**src/rtl/warp_pkg.sv**
```systemverilog
// Shared warp-tracking definitions: warp count, warp-id width, per-warp state
// encoding and a population-count helper. Also used by warp_scheduler.
// Optional feature macro: WARP_BARRIER_EN adds the BARRIER warp state.
package warp_pkg;

  localparam int NUM_WARPS = 32;
  localparam int WARP_ID_W = 5;
  localparam int ACT_CNT_W = 6;

  typedef enum logic [2:0] {
    WS_IDLE     = 3'd0,
    WS_READY    = 3'd1,
    WS_STALLED  = 3'd2,
    WS_DRAINING = 3'd3
`ifdef WARP_BARRIER_EN
    ,
    WS_BARRIER  = 3'd4
`endif
  } warp_state_e;

  // Number of set bits in a per-warp flag vector.
  function automatic logic [ACT_CNT_W-1:0] count_ones(input logic [NUM_WARPS-1:0] vec);
    logic [ACT_CNT_W-1:0] cnt;
    cnt = {ACT_CNT_W{1'b0}};
    for (int i = 0; i < NUM_WARPS; i++) begin
      cnt = cnt + {{(ACT_CNT_W-1){1'b0}}, vec[i]};
    end
    return cnt;
  endfunction

endpackage

```
**src/rtl/warp_slot.sv**
```systemverilog
// One warp's lifecycle FSM plus its outstanding long-latency op counter.
// Produces next-cycle status flags and a combinational illegal-event flag;
// the top level registers them.
// Optional feature macro: WARP_BARRIER_EN.
module warp_slot
  import warp_pkg::*;
#(
  parameter int MAX_OUT = 3,
  parameter int CNT_W   = 3
) (
  input  logic clk,
  input  logic reset,
`ifdef WARP_BARRIER_EN
  input  logic barrier_i,
  input  logic release_i,
  output logic in_barrier_o,
  output logic blocking_o,
`endif
  input  logic launch_i,
  input  logic issue_i,
  input  logic issue_long_i,
  input  logic complete_i,
  input  logic exit_i,
  output logic ready_d_o,
  output logic stalled_d_o,
  output logic active_d_o,
  output logic err_o
);

  localparam logic [CNT_W-1:0] CNT_ZERO = {CNT_W{1'b0}};
  localparam logic [CNT_W-1:0] CNT_ONE  = CNT_W'(1'b1);
  localparam logic [CNT_W-1:0] CNT_MAX  = CNT_W'(MAX_OUT);

  warp_state_e      state_q, state_d;
  logic [CNT_W-1:0] cnt_q, cnt_d;
  logic             inc_s;
  logic             cnt_err_s;
  logic             bar_err_s;

  // State and counter registers; reset discards all outstanding work.
  always_ff @(posedge clk or negedge reset) begin
    if (!reset) begin
      state_q <= WS_IDLE;
      cnt_q   <= CNT_ZERO;
    end else begin
      state_q <= state_d;
      cnt_q   <= cnt_d;
    end
  end

  // Outstanding-op counter: a legal long issue and a completion cancel out;
  // a completion with nothing outstanding holds at zero and is flagged.
  always_comb begin
    inc_s     = issue_i && issue_long_i && (state_q == WS_READY);
    cnt_d     = cnt_q;
    cnt_err_s = 1'b0;
    if (inc_s && complete_i) begin
      cnt_d = cnt_q;
    end else if (complete_i) begin
      if (cnt_q == CNT_ZERO) begin
        cnt_err_s = 1'b1;
      end else begin
        cnt_d = cnt_q - CNT_ONE;
      end
    end else if (inc_s) begin
      cnt_d = cnt_q + CNT_ONE;
    end else begin
      cnt_d = cnt_q;
    end
  end

  // Next-state logic; exit of a running warp takes priority over everything.
  always_comb begin
    state_d = state_q;
    if (exit_i && (state_q != WS_IDLE) && (state_q != WS_DRAINING)) begin
      state_d = (cnt_d == CNT_ZERO) ? WS_IDLE : WS_DRAINING;
    end else begin
      case (state_q)
        WS_IDLE: begin
          if (launch_i && !exit_i) state_d = WS_READY;
          else                     state_d = WS_IDLE;
        end
        WS_READY: begin
`ifdef WARP_BARRIER_EN
          if (barrier_i)                state_d = WS_BARRIER;
          else if (cnt_d == CNT_MAX)    state_d = WS_STALLED;
          else                          state_d = WS_READY;
`else
          if (cnt_d == CNT_MAX) state_d = WS_STALLED;
          else                  state_d = WS_READY;
`endif
        end
        WS_STALLED: begin
          if (cnt_d < CNT_MAX) state_d = WS_READY;
          else                 state_d = WS_STALLED;
        end
        WS_DRAINING: begin
          if (cnt_d == CNT_ZERO) state_d = WS_IDLE;
          else                   state_d = WS_DRAINING;
        end
`ifdef WARP_BARRIER_EN
        WS_BARRIER: begin
          if (release_i) state_d = (cnt_d == CNT_MAX) ? WS_STALLED : WS_READY;
          else           state_d = WS_BARRIER;
        end
`endif
        default: state_d = WS_IDLE;
      endcase
    end
  end

`ifdef WARP_BARRIER_EN
  // Barrier bookkeeping seen by the top-level release logic.
  always_comb begin
    bar_err_s    = barrier_i && (state_q != WS_READY);
    in_barrier_o = (state_q == WS_BARRIER);
    blocking_o   = (state_q == WS_READY) || (state_q == WS_STALLED);
  end
`else
  // No barrier support in this build.
  always_comb begin
    bar_err_s = 1'b0;
  end
`endif

  // Output decode of the next state plus the illegal-event summary.
  always_comb begin
    ready_d_o   = (state_d == WS_READY);
    stalled_d_o = (state_d == WS_STALLED) || (state_d == WS_DRAINING)
`ifdef WARP_BARRIER_EN
                  || (state_d == WS_BARRIER)
`endif
                  ;
    active_d_o  = (state_d != WS_IDLE);
    err_o       = cnt_err_s
                  || (launch_i && !exit_i && (state_q != WS_IDLE))
                  || (issue_i && (state_q != WS_READY))
                  || (exit_i && (state_q == WS_IDLE))
                  || bar_err_s;
  end

endmodule

```
**src/rtl/warp_status_tracker.sv**
```systemverilog
// Tracks the lifecycle of NUM_WARPS warps: decodes launch/issue/complete/exit
// events to per-warp slots and registers ready/stalled masks, the active-warp
// count and a one-cycle error pulse.
// Optional feature macro: WARP_BARRIER_EN adds barrier_valid/barrier_warp.
module warp_status_tracker
  import warp_pkg::*;
#(
  parameter int MAX_OUT = 3,
  parameter int CNT_W   = 3
) (
  input  logic                 clk,
  input  logic                 reset,
`ifdef WARP_BARRIER_EN
  input  logic                 barrier_valid,
  input  logic [WARP_ID_W-1:0] barrier_warp,
`endif
  input  logic                 launch_valid,
  input  logic [WARP_ID_W-1:0] launch_warp,
  input  logic                 issue_valid,
  input  logic [WARP_ID_W-1:0] issue_warp,
  input  logic                 issue_long,
  input  logic                 complete_valid,
  input  logic [WARP_ID_W-1:0] complete_warp,
  input  logic                 exit_valid,
  input  logic [WARP_ID_W-1:0] exit_warp,
  output logic [NUM_WARPS-1:0] warp_ready,
  output logic [NUM_WARPS-1:0] warp_stalled,
  output logic [ACT_CNT_W-1:0] active_count,
  output logic                 err
);

  logic [NUM_WARPS-1:0] launch_hit_s, issue_hit_s, complete_hit_s, exit_hit_s;
  logic [NUM_WARPS-1:0] ready_d_s, stalled_d_s, active_d_s, slot_err_s;
  logic [NUM_WARPS-1:0] warp_ready_q, warp_stalled_q;
  logic [ACT_CNT_W-1:0] active_count_q;
  logic                 err_q;

  // One-hot decode of each event port onto the warp slots.
  always_comb begin
    for (int i = 0; i < NUM_WARPS; i++) begin
      launch_hit_s[i]   = launch_valid   && (launch_warp   == WARP_ID_W'(i));
      issue_hit_s[i]    = issue_valid    && (issue_warp    == WARP_ID_W'(i));
      complete_hit_s[i] = complete_valid && (complete_warp == WARP_ID_W'(i));
      exit_hit_s[i]     = exit_valid     && (exit_warp     == WARP_ID_W'(i));
    end
  end

`ifdef WARP_BARRIER_EN
  logic [NUM_WARPS-1:0] barrier_hit_s, in_barrier_s, blocking_s;
  logic                 release_s;

  // Barrier decode and release: release once no running warp is still outside it.
  always_comb begin
    for (int i = 0; i < NUM_WARPS; i++) begin
      barrier_hit_s[i] = barrier_valid && (barrier_warp == WARP_ID_W'(i));
    end
    release_s = (|in_barrier_s) && !(|blocking_s);
  end
`endif

  for (genvar g = 0; g < NUM_WARPS; g++) begin : g_slot
    warp_slot #(
      .MAX_OUT (MAX_OUT),
      .CNT_W   (CNT_W)
    ) u_slot (
      .clk          (clk),
      .reset        (reset),
`ifdef WARP_BARRIER_EN
      .barrier_i    (barrier_hit_s[g]),
      .release_i    (release_s),
      .in_barrier_o (in_barrier_s[g]),
      .blocking_o   (blocking_s[g]),
`endif
      .launch_i     (launch_hit_s[g]),
      .issue_i      (issue_hit_s[g]),
      .issue_long_i (issue_long),
      .complete_i   (complete_hit_s[g]),
      .exit_i       (exit_hit_s[g]),
      .ready_d_o    (ready_d_s[g]),
      .stalled_d_o  (stalled_d_s[g]),
      .active_d_o   (active_d_s[g]),
      .err_o        (slot_err_s[g])
    );
  end

  // Output registers, aligned with the slot state registers.
  always_ff @(posedge clk or negedge reset) begin
    if (!reset) begin
      warp_ready_q   <= {NUM_WARPS{1'b0}};
      warp_stalled_q <= {NUM_WARPS{1'b0}};
      active_count_q <= {ACT_CNT_W{1'b0}};
      err_q          <= 1'b0;
    end else begin
      warp_ready_q   <= ready_d_s;
      warp_stalled_q <= stalled_d_s;
      active_count_q <= count_ones(active_d_s);
      err_q          <= |slot_err_s;
    end
  end

  assign warp_ready   = warp_ready_q;
  assign warp_stalled = warp_stalled_q;
  assign active_count = active_count_q;
  assign err          = err_q;

endmodule

```
**config.mk**
```make
export PLATFORM = sky130hd
export DESIGN_NAME = warp_status_tracker
export DESIGN_NICKNAME = d
export VERILOG_FILES = /design/src/rtl/warp_pkg.sv /design/src/rtl/warp_slot.sv /design/src/rtl/warp_status_tracker.sv
export SDC_FILE = /design/constraint.sdc
export NUM_CORES = 1
export LEC_CHECK = 0
export ABC_AREA = 1
export BUFFER_PORTS_ARGS = -buffer_cell sky130_fd_sc_hd__buf_2
export CAP_MARGIN = 20
export CORE_MARGIN = 1.5
export CORE_UTILIZATION = 35
export DETAILED_ROUTE_END_ITERATION = 6
export GPL_ROUTABILITY_DRIVEN = 0
export HOLD_SLACK_MARGIN = 0.03
export PLACE_DENSITY = 0.48
export SLEW_MARGIN = 20
export SYNTH_ARGS = -nofsm -noshare
export SYNTH_HDL_FRONTEND = slang
export SYNTH_SLANG_ARGS = --single-unit
export TNS_END_PERCENT = 1
```
**constraint.sdc**
```tcl
create_clock -name clk -period 8.5 [get_ports clk]
set_input_delay 0.425 -clock clk [delete_from_list [all_inputs] [get_ports clk]]
set_output_delay 0.425 -clock clk [all_outputs]
set_load 0.1 [all_outputs]
```
# After elaboration in Yosys (flattened, before gate mapping)
# Cells that the tools add are included.
# word_totals
ff_bits	263
input_bits	27
word_cells	1764
# op_classes
n_addsub	95
order_cmp	32
eq_ne	412
muxes	416
reduce_logical	741
# op_table
cell	count
3-bit by 2-bit == test with 1-bit output (second input constant)	160
3-bit 2-to-1 mux	160
1-bit logical AND	416
3-bit case mux with 4 select lines	32
5-bit == test (second input constant)	64
3-bit logical NOT	96
3-bit by 1-bit == test with 1-bit output (second input constant)	64
2-bit 2-to-1 mux	96
3-bit nonzero test	64
5-bit by 4-bit == test with 1-bit output (second input constant)	32
6-bit by 1-bit adder with 6-bit output	26
1-bit logical OR	128
1-bit 2-to-1 mux	128
3-bit by 1-bit adder with 3-bit output (second input constant)	32
3-bit by 2-bit less-than comparator with 1-bit output (second input constant)	32
3-bit by 1-bit != test with 1-bit output (second input constant)	32
3-bit by 2-bit != test with 1-bit output (second input constant)	32
3-bit by 1-bit subtractor with 3-bit output (second input constant)	32
5-bit by 3-bit == test with 1-bit output (second input constant)	16
5-bit by 2-bit == test with 1-bit output (second input constant)	8
1-bit logical NOT	32
32-bit OR reduction	1
5-bit by 1-bit == test with 1-bit output (second input constant)	4
5-bit logical NOT	4
5 further kinds	5

# Longest topological paths before layout
# logic_depth
ltp_word	43
ltp_mapped	33
depth_no_buf	33

# Hierarchy
# From an unflattened synthesis, not the netlist that was laid out.
# unflattened
hier_cells	3765
area_unflattened_um2	24268.3
# modules_own_cells
module	instances	cells_per_inst	area_per_inst_um2	seq_area_each_um2
warp_slot	32	103	639.4	125.1
warp_status_tracker	1	469	3808.7	1776.7

# Worst setup path after synthesis
# No wires, ideal clock.
# synth_timing
path_kind	input to register
startpoint	input port issue_long
endpoint	register active_count_q[4] (netlist: active_count[4])
setup_time_ns	0.080
arrival_time_ns	6.033
required_time_ns	8.420
setup_slack_ns	2.387
stages	28
n_path_buf	3
path_cell_list	buf_4 buf_2 buf_2 nand4_1 nand2_1 nand2_1 nand2_1 nand2_1 nor2_1 nand2_1 nand2_1 nand2_1 o21ai_1 nand3_1 fa_1 inv_1 fa_1 fa_1 fa_1 fa_1 fa_1 inv_1 ha_1 fa_1 a21oi_1 nor2_1 nor2_1 xnor2_1
# synth_via
elab_chain_cells	41
# synth_lines
element	line_no	rtl
start: declaration	warp_status_tracker.sv:21	input logic issue_long,
1-bit logical AND (2 in series)	warp_slot.sv:54	inc_s = issue_i && issue_long_i && (state_q == WS_READY);
3-bit 2-to-1 mux	warp_slot.sv:65	end else if (inc_s) begin
3-bit 2-to-1 mux	warp_slot.sv:59	end else if (complete_i) begin
3-bit 2-to-1 mux	warp_slot.sv:57	if (inc_s && complete_i) begin
3-bit by 2-bit less-than comparator with 1-bit output, or another cell as far along	warp_slot.sv:94	if (cnt_d < CNT_MAX) state_d = WS_READY;
2-bit 2-to-1 mux, on equally long branches	n/a	
3-bit case mux with 4 select lines	warp_slot.sv:78	case (state_q)
3-bit 2-to-1 mux	warp_slot.sv:75	if (exit_i && (state_q != WS_IDLE) && (state_q != WS_DRAINING)) begin
3-bit nonzero test	warp_slot.sv:134	active_d_o = (state_d != WS_IDLE);
1-bit by 1-bit adder with 2-bit output	warp_pkg.sv:26	cnt = cnt + {{(ACT_CNT_W-1){1'b0}}, vec[i]};
2-bit by 1-bit adder with 3-bit output	warp_pkg.sv:26	
3-bit by 1-bit adder with 4-bit output	warp_pkg.sv:26	
4-bit by 1-bit adder with 5-bit output	warp_pkg.sv:26	
5-bit by 1-bit adder with 6-bit output	warp_pkg.sv:26	
6-bit by 1-bit adder with 6-bit output (25 in series)	warp_pkg.sv:26	
6-bit by 1-bit adder with 6-bit output (*)	warp_pkg.sv:26	
end signal: assignment	warp_status_tracker.sv:91	active_count_q <= {ACT_CNT_W{1'b0}};
end signal: assignment	warp_status_tracker.sv:96	active_count_q <= count_ones(active_d_s);
end: declaration	warp_status_tracker.sv:35	logic [ACT_CNT_W-1:0] active_count_q;
# Every way passes the cells marked *; elsewhere a longest branch is shown, timed or not.

# Final worst setup path
# layout_timing
startpoint	input port complete_warp[4]
endpoint	register active_count_q[4] (netlist: active_count[4])
# layout_via
elab_chain_cells	40
# layout_lines
element	line_no	rtl
start: declaration	warp_status_tracker.sv:23	input logic [WARP_ID_W-1:0] complete_warp,
5-bit by 1-bit == test with 1-bit output or 5-bit logical NOT (tied branches)	warp_status_tracker.sv:43	complete_hit_s[i] = complete_valid && (complete_warp == WARP_ID_W'(i));
1-bit logical AND	warp_status_tracker.sv:43	
3-bit 2-to-1 mux or 1-bit logical AND (tied branches)	warp_slot.sv:59, warp_slot.sv:57	
3-bit 2-to-1 mux	warp_slot.sv:57	
3-bit by 2-bit less-than comparator with 1-bit output, or another cell as far along	warp_slot.sv:94	
2-bit 2-to-1 mux, on equally long branches	n/a	
3-bit case mux with 4 select lines	warp_slot.sv:78	
3-bit 2-to-1 mux	warp_slot.sv:75	
3-bit nonzero test	warp_slot.sv:134	
1-bit by 1-bit adder with 2-bit output	warp_pkg.sv:26	
2-bit by 1-bit adder with 3-bit output	warp_pkg.sv:26	
3-bit by 1-bit adder with 4-bit output	warp_pkg.sv:26	
4-bit by 1-bit adder with 5-bit output	warp_pkg.sv:26	
5-bit by 1-bit adder with 6-bit output	warp_pkg.sv:26	
6-bit by 1-bit adder with 6-bit output (25 in series)	warp_pkg.sv:26	
6-bit by 1-bit adder with 6-bit output (*)	warp_pkg.sv:26	
# Marks and branches as above.

==> run summary <==
fraction of layout cells with a size suffix above 1 -> 8.81%
Fmax achieved -> 145 MHz
largest net degree at the start of global routing -> 134
DP Area -> 20400 um^2
Final Skew -> 0.0137 ns
Setup TNS Final -> 0 ns
fin nets -> 3228
Mapped Nets -> 3109
RR Startpoint -> g_slot[27].u_slot.state_q[1]
Worst-Skew Late Latency -> 0.60 ns
CTS root buffer -> clkbuf_16
synthesized instance count -> 2923
initial drt markers -> 1166
Max Root-Sink Buffers -> 3
ys flop type -> dfrtp_1
Setup Buffers After CTS -> 0
clock-pin slew on the worst setup and hold paths -> 0.06 ns
Sink Count -> 228
Slew @ Worst Pin -> 1.03 ns
Setup crit end kind -> flop
Crit Path Category -> in2reg
DRT Pass-1 Iters -> 6
Die Area -> 55700 um^2
Rel. slew slack -> 31.4%
Slew Limit Fails -> 0
Worst Reg2Reg Path Length in Cells -> 26
Final ANT Viol Nets -> 0
Fillers -> 5708
Placeable Area -> 53800 um^2
FFs w/ async S/R, synth -> 100%
grt ovf -> 0
DRC viols -> 0
R2R setup slack -> 1.87 ns
Final Hold Viols -> 0
Avg Cell Area, Syn -> 6.51 um^2
Initial Util -> 35.3%
Max Used Layer -> met4
cell row count -> 85
RSZ-0062 raised after global routing -> false
FF+latch count, synth -> 228
WL/cell -> 16.9 um
CP Launch Type -> input pin
routed wire length -> 63700 um
die height -> 236 um
CP Max Fanout -> 13
antenna violations before repair -> 1
metal2 WL -> 28500 um
Via density -> 5.02
Final Cycle Share -> 81.1%
Hold WC Path Type -> in2async
Synth warnings -> 0
CP startpoint -> complete_warp[4]
Die Width -> 236 um
met3 routed WL -> 3250 um
boundary pin count -> 98
worst path arrival time -> 7.40 ns
Final Cell Area -> 21400 um^2
capture point of the worst reg-to-reg path -> active_count[4]
Final HPWL DP -> 50800 um
Max Cap Viol -> 0
Mapped Area -> 19000 um^2
via count -> 18886
vias in the first global route -> 17802
CTS tree -> done
Distinct cells, synth -> 49
synth-to-layout area growth -> 12.4%
setup violators final -> 0
first-pass GRT wire length -> 99100 um
sequential area share after synthesis -> 30.0%
status -> completed
# H-tree levels -> 1
port bufs -> 97
cts bufs inserted -> 31
min cycle time layout -> 6.89 ns
M1 wire length -> 30100 um
Post-synth EDFFs -> 0
Overall Global Routing Usage -> 22.8%
CP Data Required Time -> 9.01 ns
through the flow:
stage	cells	setup slack (ns)	util, %	hold slack, ns
after CTS	3760	1.67	39.7	0.470
final	3761	1.61	39.7	0.434
after global routing	3760	1.22	39.7	0.526
after floorplan	2923	2.39	-	0.129
after detailed placement	3704	1.06	37.8	0.527
after global placement	3704	1.10	37.8	0.519
routing by layer:
metal / vias up / track usage, %
li1: 9488 / -
met1: 8872 / 31.7
met2: 434 / 37.1
met3: 92 / 2.74
met4: 0 / 6.67
met5: - / 0
critical path, stage by stage:
cell and delay [ns]:
buf_2 0.12, nand2_1 0.74, inv_1 0.29, nand2_1 0.27
inv_1 0.12, o22ai_1 0.16, nand2_1 0.07, nand2_1 0.18
nand3_1 0.14, nand2_1 0.10, nand2_1 0.05, nor2_1 0.15
nor2_1 0.06, nor2_1 0.25, fa_1 0.52, fa_1 0.49
fa_1 0.56, fa_1 0.45, fa_1 0.54, fa_1 0.56
inv_1 0.05, ha_1 0.22, fa_1 0.40, a21oi_1 0.15
nor2_1 0.06, nor2_1 0.12, xnor2_1 0.13
cells in the mapped netlist (2+ instances only):
| cell type | count | area, um^2 |
|---|---|---|
| inv_2 | 28 | 105 |
| o2111ai_1 | 6 | 52.6 |
| a21oi_1 | 65 | 325 |
| nand3b_1 | 3 | 22.5 |
| nor3_1 | 20 | 100 |
| inv_1 | 447 | 1680 |
| o21ai_1 | 28 | 140 |
| dfrtp_1 | 228 | 5710 |
| o22ai_1 | 34 | 213 |
| buf_6 | 4 | 45.0 |
| ha_1 | 135 | 1690 |
| nand3_2 | 2 | 20.0 |
| a21oi_2 | 3 | 26.3 |
| buf_4 | 4 | 30.0 |
| nand2_1 | 972 | 3650 |
| nor2_2 | 31 | 194 |
| clkinv_1 | 2 | 7.51 |
| buf_2 | 6 | 30.0 |
| nor2_1 | 329 | 1230 |
| o21bai_1 | 5 | 37.5 |
| nand2_2 | 15 | 93.8 |
| or2_1 | 3 | 18.8 |
| o21ai_2 | 7 | 61.3 |
| nand3_1 | 217 | 1090 |
| a31oi_1 | 2 | 12.5 |
| fa_1 | 24 | 480 |
| xor2_1 | 23 | 201 |
| nand4_1 | 99 | 619 |
| o21ai_0 | 121 | 606 |
| or2_2 | 6 | 37.5 |
| xnor2_1 | 7 | 61.3 |
| nand4_2 | 7 | 87.6 |
| o211ai_1 | 6 | 45.0 |
| nor2_4 | 10 | 113 |
| a21boi_0 | 2 | 15.0 |
| clkbuf_1 | 8 | 30.0 |
| o21a_1 | 2 | 15.0 |
cells by family after synthesis:
logic type               share of synthesized area [%]
AO/OA/AOI/OAI                                     8.30
XOR/XNOR                                          1.38
adder cells (fa/ha/maj)                           11.4
buffers and inverters                             10.2
flip-flops                                        30.0
multiplexers                                    0.0592
AND/OR/NAND/NOR                                   38.7
placed cells by master (no fill, tap or decap), drive strengths merged, types with 2 or more instances in the layout:
cell and n:
nand3 219, o21ai 156, or2 10, nand4 107, ha 135, bufinv 2, o21a 2, dfrtp 228
xnor2 7, nand2 988, a21boi 3, o2111ai 6, nor3 20, clkbuf 47, o21bai 5, a21oi 68
buf 107, a31oi 2, nor2 371, clkinv 8, o22ai 35, nand3b 3, inv 475, xor2 23
fa 24, o211ai 6
worst max path at each step:
stage	end	slack [ns]	cells past startpoint
4_1_cts	active_count[4]	1.67	27
6_report	active_count[4]	1.61	27
3_3_place_gp	active_count[4]	1.10	29
5_1_grt	active_count[4]	1.22	26
3_5_place_dp	active_count[4]	1.06	27
2_1_floorplan	active_count[4]	2.39	28
final cells by class:
| cell class | instances | area (um^2) | share of cell area, % |
|---|---|---|---|
| Antenna cell | 1 | 2.50 | 0.0117 |
| Clock buffer | 47 | 916 | 4.29 |
| Clock inverter | 8 | 92.6 | 0.433 |
| Inverter | 478 | 1800 | 8.42 |
| Multi-Input combinational cell | 2195 | 11400 | 53.2 |
| Sequential cell | 228 | 5710 | 26.7 |
| Tap cell | 696 | 871 | 4.07 |
| Timing Repair Buffer | 108 | 606 | 2.83 |
state kept, by name, indices dropped and copies added (netlist names):
signal                 cells
active_count               6
err                        1
g_slot.u_slot.cnt_q       96
g_slot.u_slot.state_q     62
warp_ready                32
warp_stalled              31
what timing repair did:
action                                 CTS  global route
hold buffers                             1             0
endpoints found under the hold margin   95             0
resized for setup                        0             0
Power is not shown: default switching activity piles up to over one toggle a cycle in this logic, so the estimate is an artifact.
